==> src/rtl/uart_packet_tx.sv <==
// rtl/uart_packet_tx.sv - buffers payload bytes and frames them as SYNC, LEN, payload, CSUM
// toward a UART byte transmitter, pacing on its done pulse.
module uart_packet_tx #(
  parameter int         MAX_LEN   = 16,
  parameter logic [7:0] SYNC_BYTE = 8'hA5
) (
  input  logic                         i_Clock,
  input  logic                         i_Reset,
  input  logic                         i_Wr_En,
  input  logic [7:0]                   i_Wr_Data,
  input  logic                         i_Send,
  input  logic                         i_Tx_Active,
  input  logic                         i_Tx_Done,
  output logic                         o_Tx_DV,
  output logic [7:0]                   o_Tx_Byte,
  output logic                         o_Busy,
  output logic [$clog2(MAX_LEN+1)-1:0] o_Buf_Count,
  output logic                         o_Buf_Full,
  output logic                         o_Wr_Err,
  output logic                         o_Pkt_Done
);

  localparam int CW = $clog2(MAX_LEN + 1);
  localparam int AW = (MAX_LEN > 1) ? $clog2(MAX_LEN) : 1;

  typedef enum logic [1:0] {S_IDLE, S_ISSUE, S_WAIT, S_DONE} state_t;
  typedef enum logic [1:0] {F_SYNC, F_LEN, F_DATA, F_CSUM} field_t;

  logic [7:0] buf_mem [0:MAX_LEN-1];

  state_t        state_q, state_d;
  field_t        field_q, field_d;
  logic [CW-1:0] count_q, count_d;
  logic [CW-1:0] len_q, len_d;
  logic [CW-1:0] rd_q, rd_d;
  logic [7:0]    csum_q, csum_d;
  logic [7:0]    byte_q, byte_d;
  logic          dv_q, dv_d;
  logic          busy_q, busy_d;
  logic          full_q, full_d;
  logic          wr_err_q, wr_err_d;
  logic          pkt_done_q, pkt_done_d;

  logic          wr_ok;
  logic [CW-1:0] count_wr;
  logic [7:0]    field_byte;

  always_comb begin
    wr_ok    = i_Wr_En && (state_q == S_IDLE) && (count_q != CW'(MAX_LEN));
    count_wr = count_q + CW'(wr_ok);
  end

  always_comb begin
    field_byte = SYNC_BYTE;
    case (field_q)
      F_SYNC:  field_byte = SYNC_BYTE;
      F_LEN:   field_byte = 8'(len_q);
      F_DATA:  field_byte = buf_mem[rd_q[AW-1:0]];
      F_CSUM:  field_byte = (~csum_q) + 8'd1;
      default: field_byte = SYNC_BYTE;
    endcase
  end

  always_comb begin
    state_d    = state_q;
    field_d    = field_q;
    count_d    = count_wr;
    len_d      = len_q;
    rd_d       = rd_q;
    csum_d     = csum_q;
    byte_d     = byte_q;
    dv_d       = 1'b0;
    wr_err_d   = i_Wr_En && !wr_ok;
    pkt_done_d = 1'b0;
    case (state_q)
      S_IDLE: begin
        if (i_Send && (count_wr != '0)) begin
          len_d   = count_wr;
          csum_d  = 8'd0;
          rd_d    = '0;
          field_d = F_SYNC;
          // SYNC goes out straight from IDLE so the strobe follows the request by one cycle
          if (!i_Tx_Active) begin
            dv_d    = 1'b1;
            byte_d  = SYNC_BYTE;
            state_d = S_WAIT;
          end else begin
            state_d = S_ISSUE;
          end
        end
      end
      S_ISSUE: begin
        if (!i_Tx_Active) begin
          dv_d    = 1'b1;
          byte_d  = field_byte;
          state_d = S_WAIT;
          if ((field_q == F_LEN) || (field_q == F_DATA)) csum_d = csum_q + field_byte;
        end
      end
      S_WAIT: begin
        if (i_Tx_Done) begin
          state_d = S_ISSUE;
          case (field_q)
            F_SYNC: field_d = F_LEN;
            F_LEN:  field_d = F_DATA;
            F_DATA: begin
              rd_d = rd_q + CW'(1);
              if (rd_q == len_q - CW'(1)) field_d = F_CSUM;
            end
            default: begin
              state_d    = S_DONE;
              pkt_done_d = 1'b1;
            end
          endcase
        end
      end
      default: begin
        count_d = '0;
        rd_d    = '0;
        state_d = S_IDLE;
      end
    endcase
    busy_d = (state_d != S_IDLE);
    full_d = (count_d == CW'(MAX_LEN));
  end

  always_ff @(posedge i_Clock or posedge i_Reset) begin
    if (i_Reset) begin
      state_q    <= S_IDLE;
      field_q    <= F_SYNC;
      count_q    <= '0;
      len_q      <= '0;
      rd_q       <= '0;
      csum_q     <= 8'd0;
      byte_q     <= 8'd0;
      dv_q       <= 1'b0;
      busy_q     <= 1'b0;
      full_q     <= 1'b0;
      wr_err_q   <= 1'b0;
      pkt_done_q <= 1'b0;
    end else begin
      state_q    <= state_d;
      field_q    <= field_d;
      count_q    <= count_d;
      len_q      <= len_d;
      rd_q       <= rd_d;
      csum_q     <= csum_d;
      byte_q     <= byte_d;
      dv_q       <= dv_d;
      busy_q     <= busy_d;
      full_q     <= full_d;
      wr_err_q   <= wr_err_d;
      pkt_done_q <= pkt_done_d;
    end
  end

  // Payload storage needs no reset: the count alone defines which entries are live.
  always_ff @(posedge i_Clock) begin
    if (wr_ok) buf_mem[count_q[AW-1:0]] <= i_Wr_Data;
  end

  assign o_Tx_DV     = dv_q;
  assign o_Tx_Byte   = byte_q;
  assign o_Busy      = busy_q;
  assign o_Buf_Count = count_q;
  assign o_Buf_Full  = full_q;
  assign o_Wr_Err    = wr_err_q;
  assign o_Pkt_Done  = pkt_done_q;

endmodule

==> config.mk <==
export PLATFORM = sky130hd
export DESIGN_NAME = uart_packet_tx
export DESIGN_NICKNAME = d
export VERILOG_FILES = /design/src/rtl/uart_packet_tx.sv
export SDC_FILE = /design/constraint.sdc
export NUM_CORES = 1
export LEC_CHECK = 0
export ABC_AREA = 1
export BUFFER_PORTS_ARGS = -buffer_cell sky130_fd_sc_hd__buf_2
export CORE_MARGIN = 4
export CORE_UTILIZATION = 62
export CTS_CLUSTER_DIAMETER = 120
export CTS_CLUSTER_SIZE = 10
export DETAILED_ROUTE_END_ITERATION = 10
export GPL_TIMING_DRIVEN = 0
export MAX_ROUTING_LAYER = met4
export PLACE_DENSITY = 0.85
export SLEW_MARGIN = 25
export SYNTH_ARGS = -nofsm -noshare
export SYNTH_HDL_FRONTEND = slang
export SYNTH_SLANG_ARGS = --single-unit
export TNS_END_PERCENT = 5
==> constraint.sdc <==
create_clock -name i_Clock -period 3.75 [get_ports i_Clock]
set_input_delay 0.75 -clock i_Clock [delete_from_list [all_inputs] [get_ports i_Clock]]
set_output_delay 0.75 -clock i_Clock [all_outputs]
set_load 0.1 [all_outputs]
* Word-level counts from Yosys, hierarchy flattened
Memories as Yosys holds them, arrays and structs flattened.
Index checks and enable logic that the tools add are counted.
** Storage, ports and cells
- Output and inout bits :: 18
- Memory bits (writable) :: 128
- Bits in registers :: 40
- Memories kept :: 1
- Input bits :: 14
** Operators by class
- Add/subtract/negate cells :: 5
- Eq/ne operators :: 16
- Reductions and logical operators :: 19
- Bitwise logic cells :: 2
- Multiplexer cells :: 33
** Memory list
- buf_mem :: depth 16, width 8, read ports 1, clocked after Yosys merged registers in 0, write ports 1, RTL line 29 : logic [7:0] buf_mem [0:MAX_LEN-1];
** Operators with widths (number)
- 2-to-1 mux 8 bit :: 6
- case mux 8 bit (2 select lines) :: 2
- case mux 8 bit (4 select lines) :: 1
- 2-to-1 mux 5 bit :: 4
- 2-to-1 mux 2 bit :: 8
- case mux 5 bit (3 select lines) :: 1
- case mux 2 bit (3 select lines) :: 2
- AND reduction 4 bit :: 3
- inequality test 2 bit, second input constant :: 5
- adder 8 x 1 -> 8 bit, second input constant :: 1
- adder 8 bit :: 1
- NOT 8 bit :: 1
- 2-to-1 mux 1 bit :: 7
- equality test 2 bit, second input constant :: 3
- nonzero test 2 bit :: 3
- OR reduction 3 bit :: 2
- adder 5 x 1 -> 5 bit :: 1
- adder 5 x 1 -> 5 bit, second input constant :: 1
- equality test 5 bit :: 1
- equality test 5 bit, second input constant :: 1
- inequality test 5 bit, second input constant :: 1
- AND reduction 5 bit :: 1
- nonzero test 5 bit :: 1
- subtractor 5 x 1 -> 5 bit, second input constant :: 1
- other kinds (12) :: 17

* Logic depth before layout (Yosys ltp)
- Depth in word-level cells :: 9
- Mapped depth :: 21

* Worst setup path after synthesis
No wires, ideal clock.
- Kind :: register to register
- Start point :: register count_q[2], in the netlist o_Buf_Count[2]
- End point :: register byte_q[0], in the netlist o_Tx_Byte[0]
- Library setup time :: 0.113 ns
- Setup slack :: 0.844 ns
- Stages on the path, launching flop included :: 16
- Buffers on the path :: 1
- Data arrival time :: 2.793 ns
- Data required time :: 3.637 ns
- Path through :: dfrtp_1 > nor2_1 > nand3_1 > nand3_1 > inv_1 > ha_1 > ha_1 > nor4_4 > nand2_2 > nand2_1 > nand2_2 > nand2_2 > buf_6 > nand2_2 > nand2_1 > inv_1
** Between the ends
- Longest elaborated chain between the ends :: 7
** RTL lines
- start: declaration :: RTL line 33 : logic [CW-1:0] count_q, count_d;
- start signal: assignment :: RTL line 144 : count_q <= count_d;
- inequality test 5 bit :: RTL line 49 : wr_ok = i_Wr_En && (state_q == S_IDLE) && (count_q != CW'(MAX_LEN));
- logical AND 1 bit :: RTL line 49
- adder 5 x 1 -> 5 bit :: RTL line 50 : count_wr = count_q + CW'(wr_ok);
- named net count_wr[1] :: RTL line 45 : logic [CW-1:0] count_wr;
- nonzero test 5 bit :: RTL line 77 : if (i_Send && (count_wr != '0)) begin
- logical AND 1 bit :: RTL line 77
- inequality test 2 x 1 -> 1 bit (no line)
- AND reduction 4 bit (no line)
- end signal: assignment :: RTL line 148 : byte_q <= byte_d;
- end: declaration :: RTL line 37 : logic [7:0] byte_q, byte_d;
The timed path passes the listed nets, and every way through them passes these cells.
A chain may end at the register's enable or synchronous reset.

* Worst setup path in the final report
- Start point :: register rd_q[1]
- End point :: register csum_q[6]
** Between the ends
- Longest elaborated chain between the ends :: 6
** RTL lines
- start: declaration :: RTL line 35 : logic [CW-1:0] rd_q, rd_d;
- start signal: assignment :: RTL line 146 : rd_q <= rd_d;
- memory (16 x 8 bit)
- case mux 8 bit (4 select lines) :: RTL line 55 : case (field_q)
- adder 8 bit :: RTL line 97 : if ((field_q == F_LEN) || (field_q == F_DATA)) csum_d = csum_q + field_byte;
- 2-to-1 mux 8 bit :: RTL line 97
- 2-to-1 mux 8 bit :: RTL line 93 : if (!i_Tx_Active) begin
- case mux 8 bit (2 select lines) :: RTL line 75 : case (state_q)
- end signal: assignment :: RTL line 147 : csum_q <= csum_d;
- end: declaration :: RTL line 36 : logic [7:0] csum_q, csum_d;
Every way passes these cells. The select of a mux whose other input is x is not followed.

==> impl_metrics.tcl <==
set metrics [dict create \
    grt_antenna_before_repair 0 \
    synthesis.area_um2 7770 \
    worst_pin_slew_ps 991 \
    cts_buffers 17 \
    drt_iter0_drc 619 \
    place_hpwl_um 12300 \
    worstSetupPathType "reg -> reg" \
    cellLeakagePower_nw 3.60 \
    yosysWarnings 0 \
    insertion_delay_ps 430 \
    max_freq_mhz 295 \
    grt_first_pass_wirelength_um 29500 \
    syn_to_final_growth_pct 12.2 \
    ys_ff_latch 168 \
    io_pins 32 \
    fillerInstances 804 \
    finClkSkew_ps 6.71 \
    min_path_type "in -> async" \
    die_w_um 120 \
    numClockSinks 168 \
    tritoncts "yes" \
    die_area_um2 14400 \
    multi_input_area_um2 2470 \
    core_area_um2 12200 \
    synth_area_leader_cell "edfxtp_1" \
    fp-row-count 40 \
    clkTransAtPathRegs_ps 60 \
    grtUsageTotal 0.274 \
    syn_inst 752 \
    layout_commonest_cell "edfxtp_1" \
    ys_types 43 \
    antennaDiodeCount 0 \
    post-place-cells 952 \
    cts_root_buf "clkbuf_16" \
    portBuffers 31 \
    grt_overflow_total 0 \
    ys_top_cells_by_area "edfxtp_1 (49%), dfrtp_1 (13%), nand2_1 (6.1%), nor2_1 (5.6%), o21ai_0 (4.7%)" \
    rsz0062_at_grt "false" \
    final_cells 984 \
    fin_crit_sh 0.904 \
    detail_route.wl_per_cell_um 18.6 \
    slew_headroom 0.337 \
    grt_pass1_vias 5844 \
    arrival_ps 3720 \
    ctsHoldBuffers 0 \
    start_util 0.639 \
    power_density_nw_per_um2 667 \
    finalHoldViolCount 0 \
    async_reset_ff_frac 0.238 \
    drc 0 \
    fp.dieH_um 120 \
    dr.pass1.iters 5 \
    ir_worst_vdd_mv 0.793 \
    routed_wl_um 18300 \
    finalSetupViolations 0 \
    ctsResizeCount 0 \
    setup_tns_ps 0 \
    status "finished clean" \
    vias 5833 \
    fin_crit_ps 3390 \
    place_congestion 0.936 \
    drive_gt1_frac 0.131 \
    grt_start_max_net_pins 33 \
    final_cell_mix "edfxtp_1 (128), nand2_1 (126), nor2_1 (116)" \
    hold-worst-slack_ps 225 \
    ff2ff_path_depth 20 \
    nets 837 \
    cts.path.max_buffers 2 \
    syn_avg_cell_area_um2 10.3 \
    ys_seq_area_frac 0.623 \
    critPathMaxFanout 10 \
    start_kind "flop" \
    postRouteAntennaNets 0 \
    ys.flop_type "edfxtp_1" \
    viasPerCell 5.93 \
    seq_area_um2 4840 \
    post-cts-setup-buffers 0 \
    h-tree-depth 4 \
    crit_required_ps 4070 \
    report.final.slew_viol_count 0 \
    maxCapViolations 0 \
    netlist.area_leader.share 0.495 \
    cp-end-kind "flop" \
    synth_enable_flop_cells 128 \
    synth_nets 786 \
]
power by group:
part	total [W]	leakage, nW	switching (W)	internal, W
logic	0.00176	1.67	0.00130	0.000459
clock network	0.00168	0.262	0.000709	0.000972
registers	0.00238	1.67	0.000167	0.00221
kinds of logic (layout without fill, tap and decap cells):
kind of cell / count (synthesis) / in the layout / share of synthesized area
xor+xnor: 12 / 12 / 0.0135
flops: 168 / 168 / 0.623
buf+inv: 104 / 168 / 0.0592
fa+ha+maj: 20 / 20 / 0.0332
simple gates: 315 / 315 / 0.172
compound gates: 133 / 133 / 0.0984
cells in the mapped netlist (2+ instances only):
cell type,n
a21oi_1,11
a21oi_2,3
buf_2,11
buf_4,5
buf_6,5
clkbuf_1,5
clkinv_1,2
dfrtp_1,40
edfxtp_1,128
ha_1,19
inv_1,73
inv_2,3
nand2_1,126
nand2_2,9
nand3_1,50
nand4_1,3
nor2_1,116
o211ai_1,14
o21ai_0,73
o21ai_1,7
o21ai_2,3
o22ai_1,14
or2_2,2
xnor2_1,2
xor2_1,10
through the flow:
step | power [W] | instance area [um2] | util | worst slack, ps
after floorplan | 0.00370 | 7770 | - | 844
after global placement | 0.00402 | 8140 | 0.669 | 391
after detailed placement | 0.00411 | 8160 | 0.671 | 367
after CTS | 0.00578 | 8720 | 0.717 | 338
after global routing | 0.00606 | 8720 | 0.717 | 114
final | 0.00582 | 8720 | 0.717 | 359
routing by layer:
metal,global-route usage,vias up,wire length (um),share of wire
li1,-,2656,-,-
met1,0.349,2796,7100,0.39
met2,0.431,330,8970,0.49
met3,0.0636,51,1730,0.094
met4,0.110,0,531,0.029
met5,-,-,0,0
flip-flops by register name, indices dropped and copies added, names as in the netlist, 2 cells and up:
| register | cells |
|---|---|
| o_Buf_Count | 5 |
| buf_mem | 128 |
| o_Tx_Byte | 8 |
| len_q | 5 |
| field_q | 2 |
| csum_q | 8 |
| state_q | 2 |
| rd_q | 5 |
worst max-delay path, cell delays in order, from the launching register on:
cell	delay [ps]
dfrtp_1	430
buf_4	230
buf_2	250
nor2_1	80
o21ai_1	70
o21ai_0	90
o211ai_1	220
nand3_1	140
nand2_1	130
nand2_1	70
ha_1	210
inv_1	70
fa_1	190
nor2_1	70
o21ai_0	230
a21oi_1	140
o21ai_0	160
nand2_1	80
or2_2	270
nand3_1	90
o21ai_2	50
final timing paths:
path	start	endpoint	slack, ps
worst max-delay path	rd_q[1]$_DFFE_PP0P_	csum_q[6]$_DFFE_PP0P_	360
worst min register to register	o_Tx_Byte[6]$_DFFE_PP0P_	o_Tx_Byte[6]$_DFFE_PP0P_	480
worst min-delay path	i_Reset	state_q[0]$_DFF_PP0_	230
min in group i_Clock	o_Tx_Byte[6]$_DFFE_PP0P_	o_Tx_Byte[6]$_DFFE_PP0P_	480
max in group asynchronous	i_Reset	o_Tx_DV$_DFF_PP0_	3100
worst max register to register	rd_q[1]$_DFFE_PP0P_	csum_q[6]$_DFFE_PP0P_	360
final cells by class:
| cell class | instances | share of cell area |
|---|---|---|
| Buffer | 26 | 0.0194 |
| Clock inverter | 13 | 0.0148 |
| Multi-Input combinational cell | 480 | 0.283 |
| Inverter | 78 | 0.0336 |
| Tap cell | 168 | 0.0241 |
| Timing Repair Buffer | 32 | 0.0201 |
| Sequential cell | 168 | 0.556 |
| Clock buffer | 19 | 0.0496 |
Note: power is estimated with default switching activity, not from simulation.
